File: src/rtl/uart_tx_arb.sv
// Two-requester round-robin arbiter that serialises multi-byte frames into a
// single byte-wide UART transmitter, MSB byte first.
module uart_tx_arb #(
  parameter int unsigned FRAME_BYTES = 2
) (
  input  logic                     clk,
  input  logic                     rst_n,
  input  logic                     req0,
  input  logic                     req1,
  input  logic [8*FRAME_BYTES-1:0] data0,
  input  logic [8*FRAME_BYTES-1:0] data1,
  output logic                     gnt0,
  output logic                     gnt1,
  output logic                     done0,
  output logic                     done1,
  output logic                     trmt,
  output logic [7:0]               tx_data,
  input  logic                     tx_done,
  output logic                     busy
);

  typedef enum logic [1:0] {
    IDLE = 2'd0,
    LOAD = 2'd1,
    WAIT = 2'd2
  } state_e;

  localparam logic [1:0] LAST_IDX = 2'(FRAME_BYTES - 1);

  state_e                   state_q, state_d;
  logic [1:0]               byte_idx_q, byte_idx_d;
  logic                     last_q, last_d;
  logic                     owner_q, owner_d;
  logic [8*FRAME_BYTES-1:0] frame_q, frame_d;
  logic [7:0]               tx_data_q, tx_data_d;
  logic                     gnt0_q, gnt0_d;
  logic                     gnt1_q, gnt1_d;
  logic                     done0_q, done0_d;
  logic                     done1_q, done1_d;
  logic                     trmt_q, trmt_d;
  logic                     txd_prev_q;

  logic                     rise;
  logic                     win1;
  logic                     load_byte;
  logic [1:0]               sel;
  logic [7:0]               byte_sel;

  always_comb begin
    state_d    = state_q;
    byte_idx_d = byte_idx_q;
    last_d     = last_q;
    owner_d    = owner_q;
    frame_d    = frame_q;
    gnt0_d     = 1'b0;
    gnt1_d     = 1'b0;
    done0_d    = 1'b0;
    done1_d    = 1'b0;
    trmt_d     = 1'b0;
    load_byte  = 1'b0;
    win1       = 1'b0;
    rise       = tx_done & ~txd_prev_q;

    case (state_q)
      IDLE: begin
        if (req0 || req1) begin
          // On a tie the requester that did not win last time goes next
          win1       = req1 & (~req0 | ~last_q);
          owner_d    = win1;
          last_d     = win1;
          frame_d    = win1 ? data1 : data0;
          byte_idx_d = '0;
          gnt0_d     = ~win1;
          gnt1_d     = win1;
          trmt_d     = 1'b1;
          load_byte  = 1'b1;
          state_d    = LOAD;
        end
      end
      LOAD: state_d = WAIT;
      WAIT: begin
        if (rise) begin
          if (byte_idx_q == LAST_IDX) begin
            done0_d = ~owner_q;
            done1_d = owner_q;
            state_d = IDLE;
          end else begin
            byte_idx_d = byte_idx_q + 2'd1;
            trmt_d     = 1'b1;
            load_byte  = 1'b1;
            state_d    = LOAD;
          end
        end
      end
      default: state_d = IDLE;
    endcase

    // Byte lane chosen from the next-cycle frame/index so tx_data lands with trmt
    sel      = LAST_IDX - byte_idx_d;
    byte_sel = '0;
    for (int unsigned i = 0; i < FRAME_BYTES; i++) begin
      if (sel == 2'(i)) byte_sel = frame_d[8*i +: 8];
    end
    tx_data_d = load_byte ? byte_sel : tx_data_q;
  end

  always_ff @(posedge clk) begin
    if (!rst_n) begin
      state_q    <= IDLE;
      byte_idx_q <= '0;
      last_q     <= 1'b1;
      owner_q    <= 1'b0;
      frame_q    <= '0;
      tx_data_q  <= '0;
      gnt0_q     <= 1'b0;
      gnt1_q     <= 1'b0;
      done0_q    <= 1'b0;
      done1_q    <= 1'b0;
      trmt_q     <= 1'b0;
      txd_prev_q <= 1'b0;
    end else begin
      state_q    <= state_d;
      byte_idx_q <= byte_idx_d;
      last_q     <= last_d;
      owner_q    <= owner_d;
      frame_q    <= frame_d;
      tx_data_q  <= tx_data_d;
      gnt0_q     <= gnt0_d;
      gnt1_q     <= gnt1_d;
      done0_q    <= done0_d;
      done1_q    <= done1_d;
      trmt_q     <= trmt_d;
      txd_prev_q <= tx_done;
    end
  end

  assign gnt0    = gnt0_q;
  assign gnt1    = gnt1_q;
  assign done0   = done0_q;
  assign done1   = done1_q;
  assign trmt    = trmt_q;
  assign tx_data = tx_data_q;
  assign busy    = (state_q != IDLE);

endmodule

File: config.mk
export PLATFORM = sky130hd
export DESIGN_NAME = uart_tx_arb
export DESIGN_NICKNAME = d
export VERILOG_FILES = /design/src/rtl/uart_tx_arb.sv
export SDC_FILE = /design/constraint.sdc
export NUM_CORES = 1
export LEC_CHECK = 0
export ABC_AREA = 1
export BUFFER_PORTS_ARGS = -buffer_cell sky130_fd_sc_hd__clkbuf_2
export CORE_AREA = 2 2 67 69
export DETAILED_ROUTE_END_ITERATION = 12
export DIE_AREA = 0 0 69 71
export HOLD_SLACK_MARGIN = 0.08
export PLACE_DENSITY = 0.68
export SLEW_MARGIN = 20
export SYNTH_ARGS = -nofsm -noshare
export SYNTH_HDL_FRONTEND = slang
export SYNTH_SLANG_ARGS = --single-unit
File: constraint.sdc
create_clock -name clk -period 1.55 [get_ports clk]
set_input_delay 0.0775 -clock clk [delete_from_list [all_inputs] [get_ports clk]]
set_output_delay 0.0775 -clock clk [all_outputs]
set_load 0.01 [all_outputs]
# After elaboration in Yosys (flattened, before gate mapping)
# Cells that the tools add are included.
# word_totals
reg_bits	36
out_inout_bits	14
input_bits	37
# op_classes
n_reduce_logical	8
mux	17
n_bitwise	8
eq_ne	6
add_sub_neg	2
# ops
cell	count
$mux W16	3
$mux W8	2
$mux W2	5
$eq A2 B1 Y1 const B	3
$pmux W2 S3	1
$not A1 Y1	5
$logic_not A2 Y1	2
$mux W1	4
$ne A2 B2 Y1 const B	2
$pmux W2 S2	1
$reduce_and A2 Y1	2
$reduce_and A4 Y1	1
$reduce_and A3 Y1	1
$add A2 B1 Y2 const B	1
$and A1 B1 Y1	2
$eq A2 B2 Y1 const B	1
$pmux W1 S2	1
$reduce_bool A2 Y1	1
$sub A1 B2 Y2 const A	1
$logic_or A1 B1 Y1	1
$or A1 B1 Y1	1

# Depth between registers and ports, before layout
# Gate-level depths: netlist (run 1).
# logic_depth
depth_word	8
ltp_mapped	11
ltp_nobuf	10

# Worst setup path before layout (run 1)
# OpenSTA, ideal clock, no wires.
# synth_timing
path_type	flip-flop to flip-flop
from	register state_q[1]
to	register tx_data_q[2] (netlist: tx_data[2])
setup_ns	0.109
arrival_time_ns	1.236
t_required_ns	1.441
path_stages_with_launch	12
setup_slack_ns	0.205
cell_sequence	dfxtp_1 -> inv_1 -> nand2_1 -> nor2_8 -> inv_4 -> buf_6 -> nand2_2 -> nand2_1 -> nand3_1 -> nand3_1 -> nand2_1 -> inv_1
# synth_via
elab_chain_len	6
word_cells_on_any_way	10
classes_between	1 x add/sub; 2 x eq/ne; 5 x mux; 2 x reduce/logical
# synth_rtl
item	line_no	source
from (decl)	30	state_e state_q, state_d;
from (signal assigned)	122	state_q <= state_d;
$eq A2 B2 Y1 / $logic_not A2 Y1 (equally long branches)	64	case (state_q)
$pmux W2 S2	64	
$sub A1 B2 Y2	99	sel = LAST_IDX - byte_idx_d;
$logic_not A2 Y1	102	if (sel == 2'(i)) byte_sel = frame_d[8*i +: 8];
$mux W8 (2 in a row)	102	
to (signal assigned)	127	tx_data_q <= tx_data_d;
to (decl)	35	logic [7:0] tx_data_q, tx_data_d;
# Several ways; a longest one is shown, not always the timed one.
# A chain may end at the register's enable or synchronous reset.

# Final worst setup path (run 1)
# layout_timing
from	register state_q[1]
to	register tx_data_q[1] (netlist: tx_data[1])
# Same word-level chain as after synthesis.

==> metrics.md, run 1 <==
| Metric | Value |
|---|---|
| Starting Density | `42.71%` |
| Pre-CTS setup slack | `29.00 ps` |
| Worst Reg-to-Reg Cells | `10` |
| Cells after Synth | `265` |
| Cell Rows | `24` |
| Sequential power share | `47.0%` |
| Unrepaired setup endpoints after global routing | `true` |
| Slew at the pin closest to its max-slew limit | `261.5 ps` |
| Post-Syn Area | `0.001795 mm²` |
| Clock tree buffer depth | `2` |
| Met3 WL | `179 µm` |
| WHS Path Cells | `5` |
| Setup CP Type | `register to register` |
| Synth Net Count | `302` |
| Post-synth cell types | `20` |
| Io pins | `51` |
| Sequential fraction of the synthesis area | `40.14%` |
| First-pass GRT wire length | `6913 µm` |
| Chip Width | `69 µm` |
| Slowest stage cell on the critical path | `dfxtp_1` |
| Initial DRC Count | `82` |
| Crit. End Element | `register` |
| Worst R2R Setup Slack | `110 ps` |
| Outcome | `finished, final reports clean` |
| # clock sinks | `36` |
| Fin crit period | `1436 ps` |
| Hold Path Class | `primary input to register` |
| Total number of vias | `1749` |
| M1 WL | `1827 µm` |
| Fin. Hold Viols | `0` |
| Post-route DRC violation count | `0` |
| Largest net degree at the start of global routing | `25` |
| Yosys Warn Count | `0` |
| Crit path buf inv count | `2` |
| Worst path top cell family by delay | `simple AND/OR/NAND/NOR gates` |
| Clock Latency Late Sink | `280 ps` |
| Max incr delay on CP | `330 ps` |
| Final Cycle Share | `92.64%` |
| WP data arrival | `1610 ps` |
| Slew HR | `82.57%` |
| Remaining Overflow, GRT | `0` |
| Synth-to-Final Area Change | `21.32%` |
| Drt first pass iters | `4` |
| Reg2Reg Launch Point | `state_q[1]$_SDFFE_PN0P_` |
| Critical Path Fanout Max | `7` |
| Startpoint Class | `register` |
| Sw frac | `31.65%` |
| Top sig layer | `met4` |
| Initial antenna violation count | `0` |
| Clk slew on worst S/H paths | `60 ps` |
| Commonest non-fill, non-tap cell in the layout | `nand2_1` |
| Cell taking the most area after synthesis | `dfxtp_1` |
| Nets | `353` |
| Most frequent cells in the layout | `nand2_1, clkbuf_2, nand3_1` |
| Clk root buf | `clkbuf_8` |
| Switching pwr | `722.1 µW` |
| FMAX | `696.4 MHz` |
| Fill count | `453` |
| Final GP Congestion | `0.8002` |
| CP required | `1730 ps` |
| Total power density per cell area | `1048 mW/mm²` |
| DIE AREA | `0.004899 mm²` |
| DP HPWL | `3071 µm` |
| Max Cap Viol | `0` |
| Top post-synthesis cells by area | `dfxtp_1, nand3_1, nand2_1` |
| Routed wl met2 | `1955 µm` |
| H-tree Lvls | `2` |
| Die Y | `71 µm` |
| Total power draw | `2282 µW` |
| ANT nets after route | `0` |
| Number of global-route vias before repair | `1617` |
| R2R Path End | `tx_data[1]$_SDFFE_PN0P_` |
| Via/cell ratio | `4.779` |
| CP Cell Sequence | `inv_1 -> nand2_2 -> nor2_8 -> nor2_2 -> nand2_2 -> buf_4 -> nand3_1 -> nand2_1 -> nor2_2 -> nor2_1` |
| Top cell type's share of synthesized area | `40.14%` |
| Combinational power share | `27.2%` |
| Total Wirelength | `4006 µm` |
| Avg WL per Cell | `10.95 µm` |
| Worst vdd ir | `0.6852 mV` |
| Final clock skew | `2.342 ps` |
| WHS Endpoint | `frame_q[6]$_SDFF_PN0_` |
| Int Pwr | `1560 µW` |
| Slew Limit Fails | `0` |
| Gr usage total | `17.69%` |
| Fraction of layout cells with a size suffix above 1 | `25.48%` |
| Clock share of power | `25.8%` |
| Inserted Clock Buffers | `5` |
| Hold Path Origin | `data0[6]` |
| Avg Cell Area, Syn | `6.775 µm²` |
| Core Footprint | `0.004204 mm²` |
| CTS tree | `done` |
| Setup bufs post-CTS | `0` |
| Final WS setup | `114.1 ps` |
| Number of synthesized register bits | `36` |
| Lkg Pwr | `0.001169 µW` |
| Number of diodes | `0` |
| Setup-failing EPs final | `0` |
| I/O Buffers | `50` |
==> power groups by stage <==
stage	Combinational [µW]	Sequential [µW]	Clock (µW)
floorplan	420	1100	0
global placement	594	1090	0
detailed placement	602	1090	0
CTS	606	1070	611
global route	707	1080	651
finish	620	1070	589
==> sequential cells by signal (all words and copies together), names as in the netlist <==
| name | flops |
|---|---|
| tx_data | 8 |
| frame_q | 16 |
| state_q | 2 |
| last_q | 1 |
| trmt | 1 |
| gnt1 | 1 |
| owner_q | 1 |
| done0 | 1 |
| txd_prev_q | 1 |
| gnt0 | 1 |
| byte_idx_q | 2 |
| done1 | 1 |
==> metrics by stage <==
stage / setup TNS [ps] / hold slack, ps / std cells / cell area, µm² / utilization, %
global placement: 0 / 328.5 / 360 / 2062 / 49.05
detailed placement: 0 / 333.6 / 360 / 2062 / 49.05
CTS: 0 / 118.9 / 366 / 2141 / 50.92
global route: -3.526 / 138.8 / 366 / 2178 / 51.82
finish: 0 / 122.6 / 366 / 2178 / 51.82
floorplan: 0 / 189.6 / 265 / 1795 / -
==> Yosys cell counts <==
| library cell | count |
|---|---|
| nand2_1 | 58 |
| nand3_1 | 45 |
| inv_1 | 37 |
| dfxtp_1 | 36 |
| nor2_1 | 31 |
| a21oi_1 | 14 |
| o21ai_0 | 8 |
| nand2_2 | 7 |
| o21ai_1 | 6 |
| buf_6 | 4 |
| buf_2 | 3 |
| clkbuf_1 | 3 |
| nand3_2 | 3 |
| buf_4 | 2 |
| nand2_4 | 2 |
| nor3_1 | 2 |
| inv_4 | 1 |
| nor2_2 | 1 |
| nor2_4 | 1 |
| nor2_8 | 1 |
==> per-layer routing <==
layer / vias to the layer above / global-route usage [%]
li1: 928 / -
met1: 783 / 21.81
met2: 32 / 30.56
met3: 6 / 4.131
met4: 0 / 5.882
met5: - / 0
==> timing repair <==
action	4_1_cts	5_1_grt
gates resized for setup	0	9
hold endpoints to repair	1	0
setup endpoints to repair	0	8
hold buffers	1	0
==> area by class of cell <==
| class | count | area (µm²) | share of cell area, % |
|---|---|---|---|
| clock buffer | 5 | 68.82 | 3.159 |
| inverter | 38 | 145.1 | 6.663 |
| multi-input combinational | 179 | 869.6 | 39.92 |
| sequential | 36 | 720.7 | 33.08 |
| tap | 52 | 65.06 | 2.987 |
| timing repair buffer | 56 | 309.0 | 14.19 |
==> worst register-to-register path, cell delays in order (launching register included) <==
cell and delay [ps]:
dfxtp_1 330, inv_1 70, nand2_2 130, nor2_8 60
nor2_2 110, nand2_2 120, buf_4 180, nand3_1 80
nand2_1 60, nor2_2 130, nor2_1 50
==> how the worst max path moves through the flow <==
stage | from | endpoint | slack, ps | cells after the start
6_report | state_q[1]$_SDFFE_PN0P_ | tx_data[1]$_SDFFE_PN0P_ | 110 | 10
2_1_floorplan | state_q[1]$_SDFFE_PN0P_ | tx_data[2]$_SDFFE_PN0P_ | 200 | 11
3_3_place_gp | state_q[1]$_SDFFE_PN0P_ | tx_data[0]$_SDFFE_PN0P_ | 110 | 9
4_1_cts | state_q[0]$_SDFFE_PN0P_ | tx_data[1]$_SDFFE_PN0P_ | 10 | 9
3_5_place_dp | state_q[0]$_SDFFE_PN0P_ | tx_data[1]$_SDFFE_PN0P_ | 30 | 9
5_1_grt | state_q[1]$_SDFFE_PN0P_ | tx_data[0]$_SDFFE_PN0P_ | -4 | 10
==> logic make-up (layout without fill, tap and decap cells) <==
| group | Yosys count | in the layout | share of synthesized area (%) |
|---|---|---|---|
| flops | 36 | 36 | 40.14 |
| buf+inv | 50 | 99 | 12.89 |
| simple gates | 151 | 151 | 39.16 |
| compound gates | 28 | 28 | 7.805 |
No activity file was read; power rests on OpenSTA's default activity.
==> run 2, diff against run 1 <==
==> constraint.sdc (replaced) <==
create_clock -name clk -period 1.55 [get_ports clk]
set_input_delay 0.31 -clock clk [delete_from_list [all_inputs] [get_ports clk]]
set_output_delay 0.31 -clock clk [all_outputs]
set_load 0.01 [all_outputs]
==> run 2 against run 1 <==
Net effect:
- clock-buffer cell count is 3 higher
- clock power is 15% higher
- final cell count is 0.82% higher
- core utilization is 0.42 points higher
- combinational power is 0.6% lower
- worst hold slack better by 140 ps
- total power is 3.7% higher
- critical path type unchanged
- wire length is 0.62% lower
- via count is 0.74% higher
- largest power group unchanged
- critical endpoint is now tx_data[7]$_SDFFE_PN0P_
- sequential share of layout area is 0.26 points lower
- first-iteration DRC count is 37% higher
==> metrics.md, run 2 (synthesis gave the netlist of run 1 again) <==
| Metric | Value |
|---|---|
| ANT nets after route | `0` |
| Inserted Clock Buffers | `5` |
| Most frequent cells in the layout | `nand2_1, clkbuf_2, nand3_1` |
| Setup_tns | `0 ps` |
| Cell Rows | `24` |
| CP Cell Sequence | `inv_1 -> nand2_2 -> nor2_8 -> buf_12 -> nand3_1 -> o21ai_1 -> nor2_1 -> nor2_1 -> nor2_1` |
| Min Hold Slack | `262.6 ps` |
| Switching pwr | `733.4 µW` |
| Area post-placement | `0.002095 mm²` |
| Total number of vias | `1762` |
| Combinational power share | `26.0%` |
| Total Wirelength | `3981 µm` |
| DP HPWL | `3057 µm` |
| Hold Path Class | `primary input to register` |
| Fin crit period | `1425 ps` |
| Clk root buf | `clkbuf_8` |
| Reg2Reg Launch Point | `state_q[0]$_SDFFE_PN0P_` |
| Fin. Hold Viols | `0` |
| Gr usage total | `17.51%` |
| Total power density per cell area | `1078 mW/mm²` |
| Clk slew on worst S/H paths | `70 ps` |
| Remaining Overflow, GRT | `0` |
| Nets | `353` |
| Slew Limit Fails | `0` |
| Chip Width | `69 µm` |
| Die Y | `71 µm` |
| Max FFs per register | `16` |
| Final clock skew | `2.388 ps` |
| Crit path buf inv count | `2` |
| Post-route cell area | `0.002196 mm²` |
| Clock share of power | `28.6%` |
| Final Cycle Share | `91.91%` |
| First-pass GRT wire length | `6913 µm` |
| Setup-failing EPs final | `0` |
| Max incr delay on CP | `310 ps` |
| Commonest non-fill, non-tap cell in the layout | `nand2_1` |
| Initial DRC Count | `112` |
| Synth-to-Final Area Change | `22.30%` |
| Starting Density | `42.71%` |
| WHS Path Cells | `3` |
| Setup CP Type | `register to register` |
| Worst R2R Setup Slack | `130 ps` |
| Unrepaired setup endpoints after global routing | `false` |
| Slowest stage cell on the critical path | `dfxtp_1` |
| Sequential power share | `45.4%` |
| WHS Endpoint | `txd_prev_q$_SDFF_PN0_` |
| Outcome | `finished, final reports clean` |
| Initial antenna violation count | `0` |
| Crit. End Element | `register` |
| Worst vdd ir | `0.7042 mV` |
| Fraction of layout cells with a size suffix above 1 | `24.92%` |
| Via/cell ratio | `4.775` |
| WP data arrival | `1600 ps` |
| Max Cap Viol | `0` |
| Avg WL per Cell | `10.79 µm` |
| Non-filler cells, final | `369` |
| CP Launch Point | `state_q[0]$_SDFFE_PN0P_` |
| Post-route DRC violation count | `0` |
| H-tree Lvls | `2` |
| Worst path top cell family by delay | `simple AND/OR/NAND/NOR gates` |
| Top reg by flops | `frame_q` |
| Core Footprint | `0.004204 mm²` |
| Inst Count DP | `361` |
| Sw frac | `30.98%` |
| Hold Buf Count CTS | `0` |
| Number of global-route vias before repair | `1651` |
| Critical Path Fanout Max | `23` |
| Drt first pass iters | `4` |
| Final GP Congestion | `0.8119` |
| WP depth | `9` |
| Worst Reg-to-Reg Cells | `9` |
| Largest net degree at the start of global routing | `24` |
| Startpoint Class | `register` |
| Pre-CTS setup slack | `37.29 ps` |
| Int Pwr | `1634 µW` |
| R2R Path End | `tx_data[7]$_SDFFE_PN0P_` |
| Slew at the pin closest to its max-slew limit | `375.6 ps` |
| Clock Latency Late Sink | `280 ps` |
| I/O Buffers | `50` |
| Slew HR | `74.93%` |
| Worst path most repeated cell | `nor2_1` |
| FMAX | `702.0 MHz` |
| CP required | `1730 ps` |
| DIE AREA | `0.004899 mm²` |
| Hold Path Origin | `tx_done` |
| Io pins | `51` |
| Lkg Pwr | `0.001175 µW` |
| CTS tree | `done` |
| Clock tree buffer depth | `2` |
| Final WS setup | `125.4 ps` |
| Number of diodes | `0` |
| # clock sinks | `36` |
## run 2: worst reg2reg max path, stage by stage (launching register included)
cell and delay [ps]:
dfxtp_1 310, inv_1 110, nand2_2 110, nor2_8 140
buf_12 170, nand3_1 100, o21ai_1 120, nor2_1 70
nor2_1 130, nor2_1 50
## run 2: how the worst max path moves through the flow
stage | endpoint | slack, ps
final | tx_data[7]$_SDFFE_PN0P_ | 130
after global routing | tx_data[2]$_SDFFE_PN0P_ | 10
after CTS | tx_data[7]$_SDFFE_PN0P_ | 70
after detailed placement | tx_data[1]$_SDFFE_PN0P_ | 40
after global placement | tx_data[7]$_SDFFE_PN0P_ | 40
after floorplan | tx_data[2]$_SDFFE_PN0P_ | 200
## run 2: what timing repair did
item / in CTS / in global routing
setup buffers: 0 / 0
setup endpoints to repair: 0 / 8
gates resized for setup: 0 / 3
## run 2: power groups by stage
stage / Combinational, µW / Clock (µW) / Sequential, µW
after global placement: 605 / 0 / 1090
final: 616 / 678 / 1070
after detailed placement: 612 / 0 / 1090
after CTS: 616 / 697 / 1070
after global routing: 701 / 746 / 1080
after floorplan: 420 / 0 / 1100
## run 2: layer usage
metal | track usage [%] | share of wire, % | routed length [µm] | up-vias
met4 | 5.229 | 1.2 | 46 | 0
met3 | 5.413 | 5.8 | 229 | 6
li1 | - | - | - | 934
met1 | 21.55 | 45 | 1773 | 779
met5 | 0 | 0 | 0 | -
met2 | 29.59 | 49 | 1931 | 43
## run 2: layout make-up
cell class / instances / area [µm²]
Fill cell: 434 / 2008
Multi-Input combinational cell: 179 / 854.6
Sequential cell: 36 / 720.7
Timing Repair Buffer: 56 / 320.3
Inverter: 38 / 145.1
Clock buffer: 8 / 90.09
Tap cell: 52 / 65.06
## run 2: metrics by stage
step / power, µW / utilization (%)
final: 2367 / 52.23
after global routing: 2530 / 52.23
after CTS: 2388 / 51.96
after detailed placement: 1706 / 49.82
after global placement: 1699 / 49.82
after floorplan: 1525 / -
==> run 3, diff against run 2 <==
- BUFFER_PORTS_ARGS: -buffer_cell sky130_fd_sc_hd__clkbuf_2 -> unset
- DONT_BUFFER_PORTS: unset -> 1
- PLACE_DENSITY: 0.68 -> unset
==> run 3 against run 2 <==
Net effect:
- largest power group is now clock
- total power is 17% higher
- maximum frequency is 2.4% higher
- design area is 8.1% lower
- register-to-register slack better by 30 ps
- worst hold slack worse by 150 ps
- via count is 11% lower
- critical path depth stayed put
- wire length is 2.0% higher
- sequential share of layout area is 2.9 points higher
- clock skew is 2.8 ps higher
==> metrics.md, run 3 (synthesis gave the netlist of run 1 again) <==
| Metric | Value |
|---|---|
| Top reg by flops | `frame_q` |
| Outcome | `finished, final reports clean` |
| Slew at the pin closest to its max-slew limit | `261.2 ps` |
| R2R Path End | `tx_data[0]$_SDFFE_PN0P_` |
| Gr usage total | `18.05%` |
| First-pass GRT wire length | `7017 µm` |
| Clk root buf | `clkbuf_8` |
| WP depth | `9` |
| WP data arrival | `1570 ps` |
| Max Cap Viol | `0` |
| DIE AREA | `0.004899 mm²` |
| Final clock skew | `5.189 ps` |
| Critical Path Fanout Max | `10` |
| H-tree Lvls | `2` |
| Most frequent cells in the layout | `nand2_1, nand3_1, inv_1` |
| Clock tree buffer depth | `2` |
| Hold Path Class | `primary input to register` |
| Inst Count DP | `312` |
| Commonest non-fill, non-tap cell in the layout | `nand2_1` |
| DP HPWL | `2957 µm` |
| Min Hold Slack | `110.4 ps` |
| Final Cycle Share | `89.74%` |
| Total number of vias | `1570` |
| Max incr delay on CP | `320 ps` |
| Number of diodes | `0` |
| Unrepaired setup endpoints after global routing | `false` |
| Chip Width | `69 µm` |
| Total power density per cell area | `1374 mW/mm²` |
| Initial DRC Count | `91` |
| Nets | `304` |
| # clock sinks | `36` |
| Clock Latency Late Sink | `290 ps` |
| CP Cell Sequence | `inv_1 -> nand2_2 -> nor2_8 -> buf_12 -> nand3_1 -> o21ai_2 -> nor2_1 -> nor2_1 -> nor2_1` |
| Startpoint Class | `register` |
| I/O Buffers | `0` |
| Slew Limit Fails | `0` |
| Total power draw | `2772 µW` |
| Non-filler cells, final | `320` |
| Fin. Hold Viols | `0` |
| Reg2Reg Launch Point | `state_q[1]$_SDFFE_PN0P_` |
| CTS tree | `done` |
| Worst setup endpoint | `tx_data[0]$_SDFFE_PN0P_` |
| Initial antenna violation count | `0` |
| Worst Reg-to-Reg Cells | `9` |
| Fill count | `436` |
| Final GP Congestion | `0.8227` |
| Setup bufs post-CTS | `0` |
| Inserted Clock Buffers | `5` |
| Crit path buf inv count | `2` |
| Setup-failing EPs final | `0` |
| CP required | `1730 ps` |
| Setup_tns | `0 ps` |
| Worst vdd ir | `0.5324 mV` |
| Setup CP Type | `register to register` |
| Worst path most repeated cell | `nor2_1` |
| Avg WL per Cell | `12.69 µm` |
| Cell Rows | `24` |
| Die Y | `71 µm` |
| FMAX | `718.9 MHz` |
| Clk slew on worst S/H paths | `80 ps` |
| Worst path top cell family by delay | `simple AND/OR/NAND/NOR gates` |
| Io pins | `51` |
| Max FFs per register | `16` |
| Post-route DRC violation count | `0` |
| Starting Density | `42.71%` |
| Via/cell ratio | `4.906` |
| CP Launch Point | `state_q[1]$_SDFFE_PN0P_` |
| Remaining Overflow, GRT | `0` |
| Worst R2R Setup Slack | `160 ps` |
| Slowest stage cell on the critical path | `dfxtp_1` |
| Hold Buf Count CTS | `0` |
| ANT nets after route | `0` |
| Fin util | `47.98%` |
| Total Wirelength | `4062 µm` |
| Slew HR | `82.58%` |
| Drt first pass iters | `4` |
| Largest net degree at the start of global routing | `25` |
| Crit. End Element | `register` |
| Fin crit period | `1391 ps` |
| Fraction of layout cells with a size suffix above 1 | `13.06%` |
| Core Footprint | `0.004204 mm²` |
| Lkg Pwr | `0.001008 µW` |
| Number of global-route vias before repair | `1530` |
| Synth-to-Final Area Change | `12.33%` |
## run 3: metrics by stage
stage	setup WS, ps	area (µm²)
finish	159.0	2017
CTS	88.97	1998
detailed placement	107.5	1839
global route	7.748	2017
floorplan	204.8	1795
global placement	123.2	1839
## run 3: timing repair
item | in CTS | in global routing
endpoints found under the setup margin | 0 | 8
gates resized for setup | 0 | 5
endpoints found under the hold margin | 0 | 0
## run 3: worst register-to-register path: stages (launching register included)
cell     delay, ps
dfxtp_1        320
inv_1          100
nand2_2        110
nor2_8         150
buf_12         150
nand3_1        130
o21ai_2         90
nor2_1          60
nor2_1         130
nor2_1          50
## run 3: layer usage
| layer | wire, µm | up-vias | GRT usage [%] |
|---|---|---|---|
| met5 | 0 | - | 0 |
| met4 | 44 | 0 | 5.882 |
| met3 | 178 | 5 | 3.846 |
| met2 | 1961 | 39 | 30.77 |
| met1 | 1878 | 693 | 22.84 |
| li1 | - | 833 | - |
## run 3: power breakdown
| group | total, µW | internal [µW] | switching [µW] |
|---|---|---|---|
| registers | 1100 | 1030 | 66.2 |
| clock network | 1150 | 805 | 347 |
| logic | 524 | 195 | 328 |
| total | 2770 | 2030 | 742 |
## run 3: worst min-delay path by stage
stage	startpoint	end	slack, ps	cells after the start
detailed placement	rst_n	last_q$_SDFFE_PN1N_	400	1
CTS	rst_n	last_q$_SDFFE_PN1N_	110	1
global route	rst_n	last_q$_SDFFE_PN1N_	120	1
global placement	rst_n	last_q$_SDFFE_PN1N_	400	1
finish	rst_n	last_q$_SDFFE_PN1N_	110	1
floorplan	owner_q$_SDFFE_PN0N_	done0$_SDFF_PN0_	410	1
## run 3: final cells by class
cell class / instances / area (µm²) / area share [%]
clock buffer: 5 / 68.82 / 3.412
multi-input combinational: 179 / 858.3 / 42.56
clock inverter: 3 / 90.09 / 4.467
tap: 52 / 65.06 / 3.226
sequential: 36 / 720.7 / 35.73
inverter: 38 / 145.1 / 7.196
timing repair buffer: 7 / 68.82 / 3.412
